$ cat src/rtl/param_sync_fifo.sv
// Parametrised single-clock FIFO with occupancy count, threshold flags, sticky
// overflow/underflow errors and an optional first-word-fall-through read port.
module param_sync_fifo #(
    parameter int unsigned WIDTH    = 32,
    parameter int unsigned DEPTH    = 16,
    parameter int unsigned AF_LEVEL = 12,
    parameter int unsigned AE_LEVEL = 4,
    parameter int unsigned FWFT     = 0,
    localparam int unsigned AW      = $clog2(DEPTH)
) (
    input  logic             clk,
    input  logic             rst,
    input  logic [WIDTH-1:0] In,
    input  logic             write,
    input  logic             read,
    input  logic             clr_err,
    output logic [WIDTH-1:0] Out,
    output logic             valid,
    output logic             empty,
    output logic             full,
    output logic             half_full,
    output logic             almost_full,
    output logic             almost_empty,
    output logic [AW:0]      Count,
    output logic             overflow,
    output logic             underflow
);

    localparam int unsigned CW      = AW + 1;
    localparam bit          FWFT_ON = (FWFT != 0);

    logic [WIDTH-1:0] mem [DEPTH];
    logic [AW:0]      rd_ptr;
    logic [AW:0]      wr_ptr;
    logic [AW:0]      count_q;
    logic [WIDTH-1:0] out_q;
    logic             valid_q;
    logic             ovf_q;
    logic             unf_q;
    logic             rd_ok;
    logic             wr_ok;

    // Flags decode from the registered count, so they describe post-edge state
    always_comb begin
        empty        = (count_q == CW'(0));
        full         = (count_q == CW'(DEPTH));
        half_full    = (count_q >= CW'(DEPTH / 2));
        almost_full  = (count_q >= CW'(AF_LEVEL));
        almost_empty = (count_q <= CW'(AE_LEVEL));
    end

    // A full FIFO still accepts a write when a read frees a slot in the same cycle
    assign rd_ok = read & ~empty;
    assign wr_ok = write & (~full | rd_ok);

    always_ff @(posedge clk) begin
        if (wr_ok) begin
            mem[wr_ptr[AW-1:0]] <= In;
        end
    end

    always_ff @(posedge clk or negedge rst) begin
        if (!rst) begin
            rd_ptr  <= '0;
            wr_ptr  <= '0;
            count_q <= '0;
        end else begin
            if (wr_ok) begin
                wr_ptr <= wr_ptr + CW'(1);
            end
            if (rd_ok) begin
                rd_ptr <= rd_ptr + CW'(1);
            end
            case ({wr_ok, rd_ok})
                2'b10:   count_q <= count_q + CW'(1);
                2'b01:   count_q <= count_q - CW'(1);
                default: count_q <= count_q;
            endcase
        end
    end

    // Registered read path; unused (and pruned) in fall-through mode
    always_ff @(posedge clk or negedge rst) begin
        if (!rst) begin
            out_q   <= '0;
            valid_q <= 1'b0;
        end else begin
            valid_q <= rd_ok;
            if (rd_ok) begin
                out_q <= mem[rd_ptr[AW-1:0]];
            end
        end
    end

    // Sticky errors: a new event in the same cycle as clr_err keeps the flag set
    always_ff @(posedge clk or negedge rst) begin
        if (!rst) begin
            ovf_q <= 1'b0;
            unf_q <= 1'b0;
        end else begin
            ovf_q <= (ovf_q & ~clr_err) | (write & ~wr_ok);
            unf_q <= (unf_q & ~clr_err) | (read & empty);
        end
    end

    assign Out       = FWFT_ON ? mem[rd_ptr[AW-1:0]] : out_q;
    assign valid     = FWFT_ON ? ~empty : valid_q;
    assign Count     = count_q;
    assign overflow  = ovf_q;
    assign underflow = unf_q;

endmodule

$ cat config.mk
export PLATFORM = sky130hd
export DESIGN_NAME = param_sync_fifo
export DESIGN_NICKNAME = d
export VERILOG_FILES = /design/src/rtl/param_sync_fifo.sv
export SDC_FILE = /design/constraint.sdc
export NUM_CORES = 1
export LEC_CHECK = 0
export CAP_MARGIN = 20
export CORE_MARGIN = 5
export CORE_UTILIZATION = 38
export CTS_CLUSTER_SIZE = 14
export DETAILED_ROUTE_END_ITERATION = 16
export GPL_TIMING_DRIVEN = 0
export PLACE_DENSITY = 0.55
export SLEW_MARGIN = 20
export SYNTH_ARGS = -nofsm -noshare
export SYNTH_HDL_FRONTEND = slang
export SYNTH_SLANG_ARGS = --single-unit
$ cat constraint.sdc
create_clock -name clk -period 4.77 [get_ports clk]
set_input_delay 0.954 -clock clk [delete_from_list [all_inputs] [get_ports clk]]
set_output_delay 0.954 -clock clk [all_outputs]
set_load 0.01 [all_outputs]
==> flow_metrics.tcl <==
set metrics [dict create \
    antenna_found_initial 1 \
    ys_seq_area_frac 0.774 \
    cts-buffers-inserted 58 \
    die_w_um 247 \
    crit_arrival_ns 2.41 \
    rows 87 \
    post_cts_buffers 0 \
    p_int_mw 10.6 \
    synth.distinct_cells 42 \
    cts.htree.levels 2 \
    dieArea_mm2 0.0612 \
    status "finished, final reports clean" \
    setup_viol 0 \
    nNetsFinal 1193 \
    wl_met1_um 21800 \
    synthArstFlopShare 0.0857 \
    clk_pin_slew_ns 0.06 \
    hold_ws_ns 0.215 \
    endpoint_kind "primary output" \
    ys_ff_latch 560 \
    cts.sinks 560 \
    crit_required_ns 3.82 \
    gr-total-overflow 0 \
    route.detailed.drc 0 \
    leakage_nw 8.42 \
    hpwl_um 32400 \
    rsz0062_at_grt "no" \
    setup_tns_ns 0 \
    pwr-share-comb 0.292 \
    powerDensity_mw_per_mm2 580 \
    clk_path_buf_depth 3 \
    fin_crit_sh 0.705 \
    vias 10200 \
    r2r-end "Count[4]$_DFFE_PN0P_" \
    mostFrequentLayoutCell "edfxtp_1" \
    clock.fmax_ghz 0.297 \
    tightest_slew_ns 1.09 \
    grt_pass1_vias 10800 \
    synth_edf_count 512 \
    worstSetupPathType "reg -> out" \
    path_buf_inv 2 \
    p_total_mw 15.0 \
    ys_warn_count 0 \
    finalHoldViolations 0 \
    routed_wl_um 49300 \
    post_cts_resized 0 \
    cp_top_family "simple AND/OR/NAND/NOR gates" \
    dr_wl_met3_um 2690 \
    viasPerCell 5.23 \
    clkPwrFrac 0.290 \
    netSwitchingFraction 0.292 \
    cts_tree "done" \
    die_h_um 247 \
    hold_buffers 0 \
    gp_congestion 0.720 \
    clock_skew_ns 0.0225 \
    io_pins 82 \
    ys.flop_type "edfxtp_1" \
    p_sw_mw 4.36 \
    slew_headroom 0.275 \
    wl_met2_um 23900 \
    timing.final.crit_period_ns 3.36 \
    grt_pass1_wl_um 73200 \
    top_layer_used "met4" \
    max_stage_delay_ns 0.58 \
    ff2ff_path_depth 13 \
    cp_slowest_cell "or4_4" \
    start_util 0.382 \
    grt_max_degree 39 \
    port_buffers 81 \
    worst_slack_ns 1.41 \
    crit_fanout 9 \
    final_cell_mix "edfxtp_1, mux4_2, clkdlybuf4s50_1" \
    syn_avg_cell_area_um2 22.2 \
    core_mm2 0.0561 \
    dr.pass1.iters 4 \
    syn_nets 1012 \
    slew_viol_final 0 \
    wl_per_cell_um 25.3 \
    syn_inst 966 \
    drive_gt1_frac 0.256 \
    syn_to_final_growth_pct 20.5 \
    grtUsageTotal 0.163 \
    irDropWorstVdd_mv 0.270 \
    clk_latency_ns 0.61 \
    syn_area_mm2 0.0214 \
    r2r_setup_slack_ns 1.41 \
    drt_iter0_drc 730 \
    seqPwrFrac 0.418 \
    root_buffer "clkbuf_16" \
    cap_viol_max_count 0 \
    crit_chain "buf_6 > or4_4 > nor2_1 > clkdlybuf4s50_1" \
    dp_slack_ns 1.12 \
    start_kind "flip-flop" \
    reg2reg_from "Count[1]$_DFFE_PN0P_" \
    hold_class "in -> async" \
    ant_nets 0 \
]
-- Yosys cell counts, drive strengths merged, types with 2 or more instances --
library cell / count / area share
or2: 2 / 0.00058
a21oi: 6 / 0.0014
mux4: 128 / 0.13
xnor2: 7 / 0.0029
xor2: 3 / 0.0012
inv: 8 / 0.0014
mux2: 4 / 0.0021
o21ai: 5 / 0.0013
o221ai: 29 / 0.012
o22ai: 6 / 0.0018
nor2: 18 / 0.0032
edfxtp: 512 / 0.72
nor3: 4 / 0.00094
dfrtp: 48 / 0.056
a22o: 2 / 0.00082
mux2i: 58 / 0.027
nand2b: 5 / 0.0016
buf: 35 / 0.011
nand4: 2 / 0.00058
ha: 9 / 0.0053
clkbuf: 18 / 0.0032
nand2: 44 / 0.0081
-- cells by family after synthesis --
family,after synthesis,share of synthesized area
AO/OA/AOI/OAI,56,0.0205
multiplexers,190,0.164
buffers and inverters,61,0.0152
AND/OR/NAND/NOR,80,0.0167
adder cells (fa/ha/maj),9,0.00526
flip-flops,560,0.774
XOR/XNOR,10,0.00409
-- power groups by stage --
stage,Clock [mW],Combinational [mW],Sequential (mW)
finish,4.34,4.37,6.24
global route,4.64,4.73,6.30
CTS,4.45,4.49,6.26
detailed placement,0,4.48,6.35
global placement,0,4.20,6.40
floorplan,0,2.67,6.35
-- metal layers --
metal / track usage / vias up
met3: 0.0308 / 65
met1: 0.231 / 5489
met2: 0.266 / 245
met5: 0 / -
met4: 0.0401 / 0
li1: - / 4404
-- worst register-to-register path, cell delays in order, from the launching register on --
cell and delay [ns]:
dfrtp_1 0.39, buf_6 0.14, or4_4 0.58, o21ai_2 0.38
inv_2 0.09, buf_6 0.17, ha_1 0.22, clkbuf_1 0.20
xor2_1 0.18, ha_1 0.23, o211a_1 0.23, o31ai_1 0.20
a31oi_1 0.09, xnor2_1 0.16
-- sequential cells by signal, summed over array words and instances (netlist names) --
name	flops
Count	5
Out	32
mem	512
overflow	1
rd_ptr	4
underflow	1
valid	1
wr_ptr	4
-- worst max path at each step --
stage | slack (ns) | from | cells past startpoint | to
finish | 1.41 | Count[1]$_DFFE_PN0P_ | 4 | empty
detailed placement | 1.12 | read | 12 | Count[4]$_DFFE_PN0P_
CTS | 1.34 | Count[1]$_DFFE_PN0P_ | 4 | empty
global placement | -2.90 | read | 5 | mem[0][25]$_DFFE_PP_
floorplan | 0.78 | read | 4 | mem[0][0]$_DFFE_PP_
global route | 1.21 | Count[1]$_DFFE_PN0P_ | 13 | Count[4]$_DFFE_PN0P_
-- per-stage QoR --
stage	util	cell area [um^2]	cells
2_1_floorplan	-	21400	966
3_3_place_gp	0.413	23200	1803
3_5_place_dp	0.428	24000	1843
4_1_cts	0.460	25800	1949
5_1_grt	0.460	25800	1949
6_report	0.460	25800	1950
-- area by class of cell --
cell class | instances | area (um^2)
Buffer | 53 | 295
Clock inverter | 23 | 205
Timing Repair Buffer | 121 | 1510
Sequential cell | 560 | 16600
Multi-Input combinational cell | 345 | 4610
Tap cell | 756 | 946
Fill cell | 4733 | 30300
Inverter | 8 | 30.0
Clock buffer | 83 | 1620
Antenna cell | 1 | 2.50
Power figures use the tool's default switching activity.
==> patch 1 (config.mk and constraints unchanged) <==
Reset style: synchronous (`rst`), changed in 3 clocked blocks.
--- a/src/rtl/param_sync_fifo.sv
+++ b/src/rtl/param_sync_fifo.sv
@@ -61,3 +61,3 @@
 
-    always_ff @(posedge clk or negedge rst) begin
+    always_ff @(posedge clk) begin
         if (!rst) begin
@@ -82,3 +82,3 @@
     // Registered read path; unused (and pruned) in fall-through mode
-    always_ff @(posedge clk or negedge rst) begin
+    always_ff @(posedge clk) begin
         if (!rst) begin
@@ -95,3 +95,3 @@
     // Sticky errors: a new event in the same cycle as clr_err keeps the flag set
-    always_ff @(posedge clk or negedge rst) begin
+    always_ff @(posedge clk) begin
         if (!rst) begin
Function: differs if rst is asserted again (counterexample within 4 cycles, from zero or initial values and one cycle with rst low); with rst held inactive, the same outputs for 4 cycles.
==> patch 1 against the original RTL <==
Area after synthesis increased by 0.81%; count of clock-buffer cells in the layout is 15 lower; via count increased by 1.2%; worst setup slack got worse by 0.0071 ns; sequential cell count unchanged; wire length grew 1.0%; sequential share of layout area decreased by 1.2 points; die area rose by 0.78%; cell area is 0.50% higher; non-clock buffer count is 1 lower.
Power is not compared: it rests on default switching activity, and its combinational part moved more than twofold at a synthesized area within 25%.
==> patch 1: results (changes against the original RTL) <==
- Vias in the first global route: 10,830 (+0.38%)
- Via density: 5.244 (+0.22%)
- Post-placement cell area: 0.02399 mm^2 (about the same)
- Cts bufs inserted: 59 (+1.7%)
- Highest-delay cell along the critical path: clkdlybuf4s50_1
- Via Count: 10,330 (+1.2%)
- Largest net degree at the start of global routing: 20 (-49%)
- Setup Skew: 0.01500 ns (-0.007470 ns)
- First-pass GRT wire length: 73.51 mm (+0.49%)
- Slew Limit Fails: 0 (unchanged)
- Share of layout cells above drive strength 1: 0.2768 (+0.02111)
- Setup Fix Bufs, Post-CTS: 0 (unchanged)
- Hpwl dp: 33.03 mm (+1.9%)
- Drt total wl: 49.77 mm (+1.0%)
- Synth unique cells: 41 (-2.4%)
- Top-area cell type share of the netlist area: 0.7125 (-0.005789)
- Hold crit path type: register to register
- CP top delay family: buffers and inverters
- 1st-iter DRT viols: 679 (-7.0%)
- Setup WS pre-CTS: 1.081 ns (-0.03916 ns)
- Ys async rst share: 0 (-0.08571)
- Synth Warn #: 0 (unchanged)
- Syn avg cell area: 21.84 um^2 (-1.4%)
- Clk root buf: clkbuf_16
- GRT Total Usage: 0.1629 (-0.0005247)
- Antenna Cells: 0 (-1)
- Grt met3 use: 0.02790 (-0.002902)
- Worst Max-Slew Pin Slew: 1.061 ns (-0.02650 ns)
- Syn_nets: 1,034 (+2.2%)
- Worst VDD drop: between 0.2 and 0.3 mV
- Seq/Total Area, Yosys: 0.7570 (-0.01737)
- Worst-path fanout max: 8 (-1)
- Placed Instances: 1,859 (+0.87%)
- Synth area leaders: edfxtp_1 (71%), mux4_2 (13%), dfxtp_1 (4.5%)
- Final net count: 1,210 (+1.4%)
- Met2 global-route usage: 0.2717 (+0.005799)
- Max reg flops: 512 (unchanged)
- Sw power: 3.062 mW
- CP Data Arrival Time: about 2.4 ns
- Port bufs: 79 (-2.5%)
- Longest Clk Path Bufs: 3 (unchanged)
- Top cells by count, synth: edfxtp_1 (512), mux4_2 (128), mux2i_1 (72)
- Gpl congestion: 0.6996 (-2.8%)
- Status: complete, no violations
- Met1 usage: 0.2265 (-0.004690)
- First drt pass iteration count: 5 (+1)
- CTS resizes: 0 (unchanged)
-- patch 1: cell type report --
class	instances	area (um^2)
fill	4736	30350
sequential	560	16340
multi-input combinational	361	4966
clock buffer	68	1583
timing repair buffer	115	1359
tap	756	945.9
buffer	58	354.1
clock inverter	43	351.6
inverter	9	33.78
-- patch 1: path summary, 6_finish.rpt --
kind	from	to	slack [ns]	cells past startpoint
max	Count[0]	empty	1.40	4
min	overflow	overflow	0.49	2
max reg2reg	Count[4]	Count[4]	1.82	9
min reg2reg	overflow	overflow	0.49	2
-- patch 1: logic make-up after synthesis --
family	after synthesis	synth area share
mux	201	0.1675
xor+xnor	3	0.001218
compound gates	51	0.02911
buf+inv	67	0.01797
fa+ha+maj	9	0.005566
flops	560	0.7570
simple gates	97	0.02163
-- patch 1: per-layer routing --
| metal | up-vias | part of all wire |
|---|---|---|
| met2 | 219 | 0.49 |
| li1 | 4509 | - |
| met4 | 2 | 0.020 |
| met5 | - | 0.00026 |
| met1 | 5527 | 0.44 |
| met3 | 73 | 0.042 |
==> patch 2 (same flow settings) <==
Made on the original files. Set the parameter `FWFT` to 1 (it was 0).
--- a/src/rtl/param_sync_fifo.sv
+++ b/src/rtl/param_sync_fifo.sv
@@ -7,3 +7,3 @@
     parameter int unsigned AE_LEVEL = 4,
-    parameter int unsigned FWFT     = 0,
+    parameter int unsigned FWFT     = 1,
     localparam int unsigned AW      = $clog2(DEPTH)
Check against the original RTL: not equivalent (a bounded check fails within 4 cycles, from zero or initial values and one cycle with rst low).
==> patch 2 against the original RTL <==
Synthesized cell count decreased by 6.6%; global-route usage decreased by 0.98 points; area after synthesis decreased by 5.6%; sequential cell count decreased by 33; worst setup slack got worse by 0.91 ns; cell area decreased by 6.8%; wire length decreased by 11%; combinational power increased by 5.9%; total power decreased by 3.9%.
==> patch 2: results (changes against the original RTL) <==
- Share of layout cells above drive strength 1: 0.2374 (-0.01825)
- Vias in the first global route: 10,240 (-5.1%)
- Critical path destination: Out[27]
- Post-placement cell area: 0.02235 mm^2 (-6.8%)
- Largest net degree at the start of global routing: 24 (-38%)
- Worst Max-Slew Pin Slew: 0.9321 ns (-0.1559 ns)
- Setup Skew: 0.01889 ns (-0.003579 ns)
- Non-filler cells, final: 1,800 (-7.7%)
- Syn_nets: 948 (-6.3%)
- Antenna Cells: 0 (-1)
- Initial antenna violation count: 0 (-1)
- Worst skew pair latency: 0.59 ns (-0.02 ns)
- Seq/Total Area, Yosys: 0.7797 (+0.005310)
- R2r setup slk: 1.04 ns (-0.37 ns)
- Drt total wl: 43.88 mm (-11%)
- Leakage: 7.660 nW (-9.1%)
- FF-to-FF path depth: 11 (-2)
- Setup WS pre-CTS: 0.2833 ns (-0.8366 ns)
- Synth area leaders: edfxtp_1 (76%), mux4_2 (14%), a22oi_1 (2.4%)
- WL met2: 21.42 mm (-10%)
- Hold crit path type: register to register
- 1st-iter DRT viols: 702 (-3.8%)
- Status: complete, no violations
- Hpwl dp: 28.45 mm (-12%)
- Worst-path fanout max: 10 (+1)
- First drt pass iteration count: 5 (+1)
- Via Count: 9,529 (-6.6%)
- Mapped Cells: 902 (-6.6%)
- GRT Total Usage: 0.1537 (-0.009761)
- Cts bufs inserted: 55 (-5.2%)
- R2r startpoint: Count[0]
patch 2: cells by family (layout without fill, tap and decap cells):
logic type | count (synthesis) | in the layout | share of synthesized area
flip-flops | 527 | 527 | 0.7797
buffers and inverters | 59 | 269 | 0.01437
AND/OR/NAND/NOR | 88 | 88 | 0.02286
multiplexers | 131 | 131 | 0.1444
XOR/XNOR | 11 | 11 | 0.004769
AO/OA/AOI/OAI | 77 | 77 | 0.02837
adder cells (fa/ha/maj) | 9 | 9 | 0.005575
patch 2: power by group through the flow:
stage	clock network [mW]	registers (mW)	logic [mW]
2_1_floorplan	0	5.80	2.78
3_3_place_gp	0	5.84	4.62
3_5_place_dp	0	5.82	4.77
4_1_cts	4.13	5.73	4.78
5_1_grt	4.31	5.76	5.04
6_report	4.02	5.72	4.63
patch 2: final cells by class:
| type | count | area, um^2 |
|---|---|---|
| Clock inverter | 23 | 168.9 |
| Multi-Input combinational cell | 316 | 4208 |
| Fill cell | 4434 | 28610 |
| Clock buffer | 80 | 1531 |
| Sequential cell | 527 | 15750 |
| Timing Repair Buffer | 107 | 1236 |
| Tap cell | 688 | 860.8 |
| Buffer | 52 | 264.0 |
| Inverter | 7 | 26.28 |
patch 2: critical path, cell delays in order, from the launching register on:
cell and delay, ns:
dfrtp_1 0.41, buf_2 0.25, buf_1 0.73, mux4_2 0.41, a22oi_1 0.28, nand2_1 0.15
clkdlybuf4s50_1 0.51
patch 2: worst min path at each step:
stage	startpoint	to	slack [ns]	depth (start not counted)
after floorplan	rd_ptr[3]	rd_ptr[3]	0.49	1
after global placement	overflow	overflow	0.49	1
after detailed placement	overflow	overflow	0.50	1
after CTS	overflow	overflow	0.52	1
after global routing	underflow	underflow	0.55	1
final	overflow	overflow	0.51	1
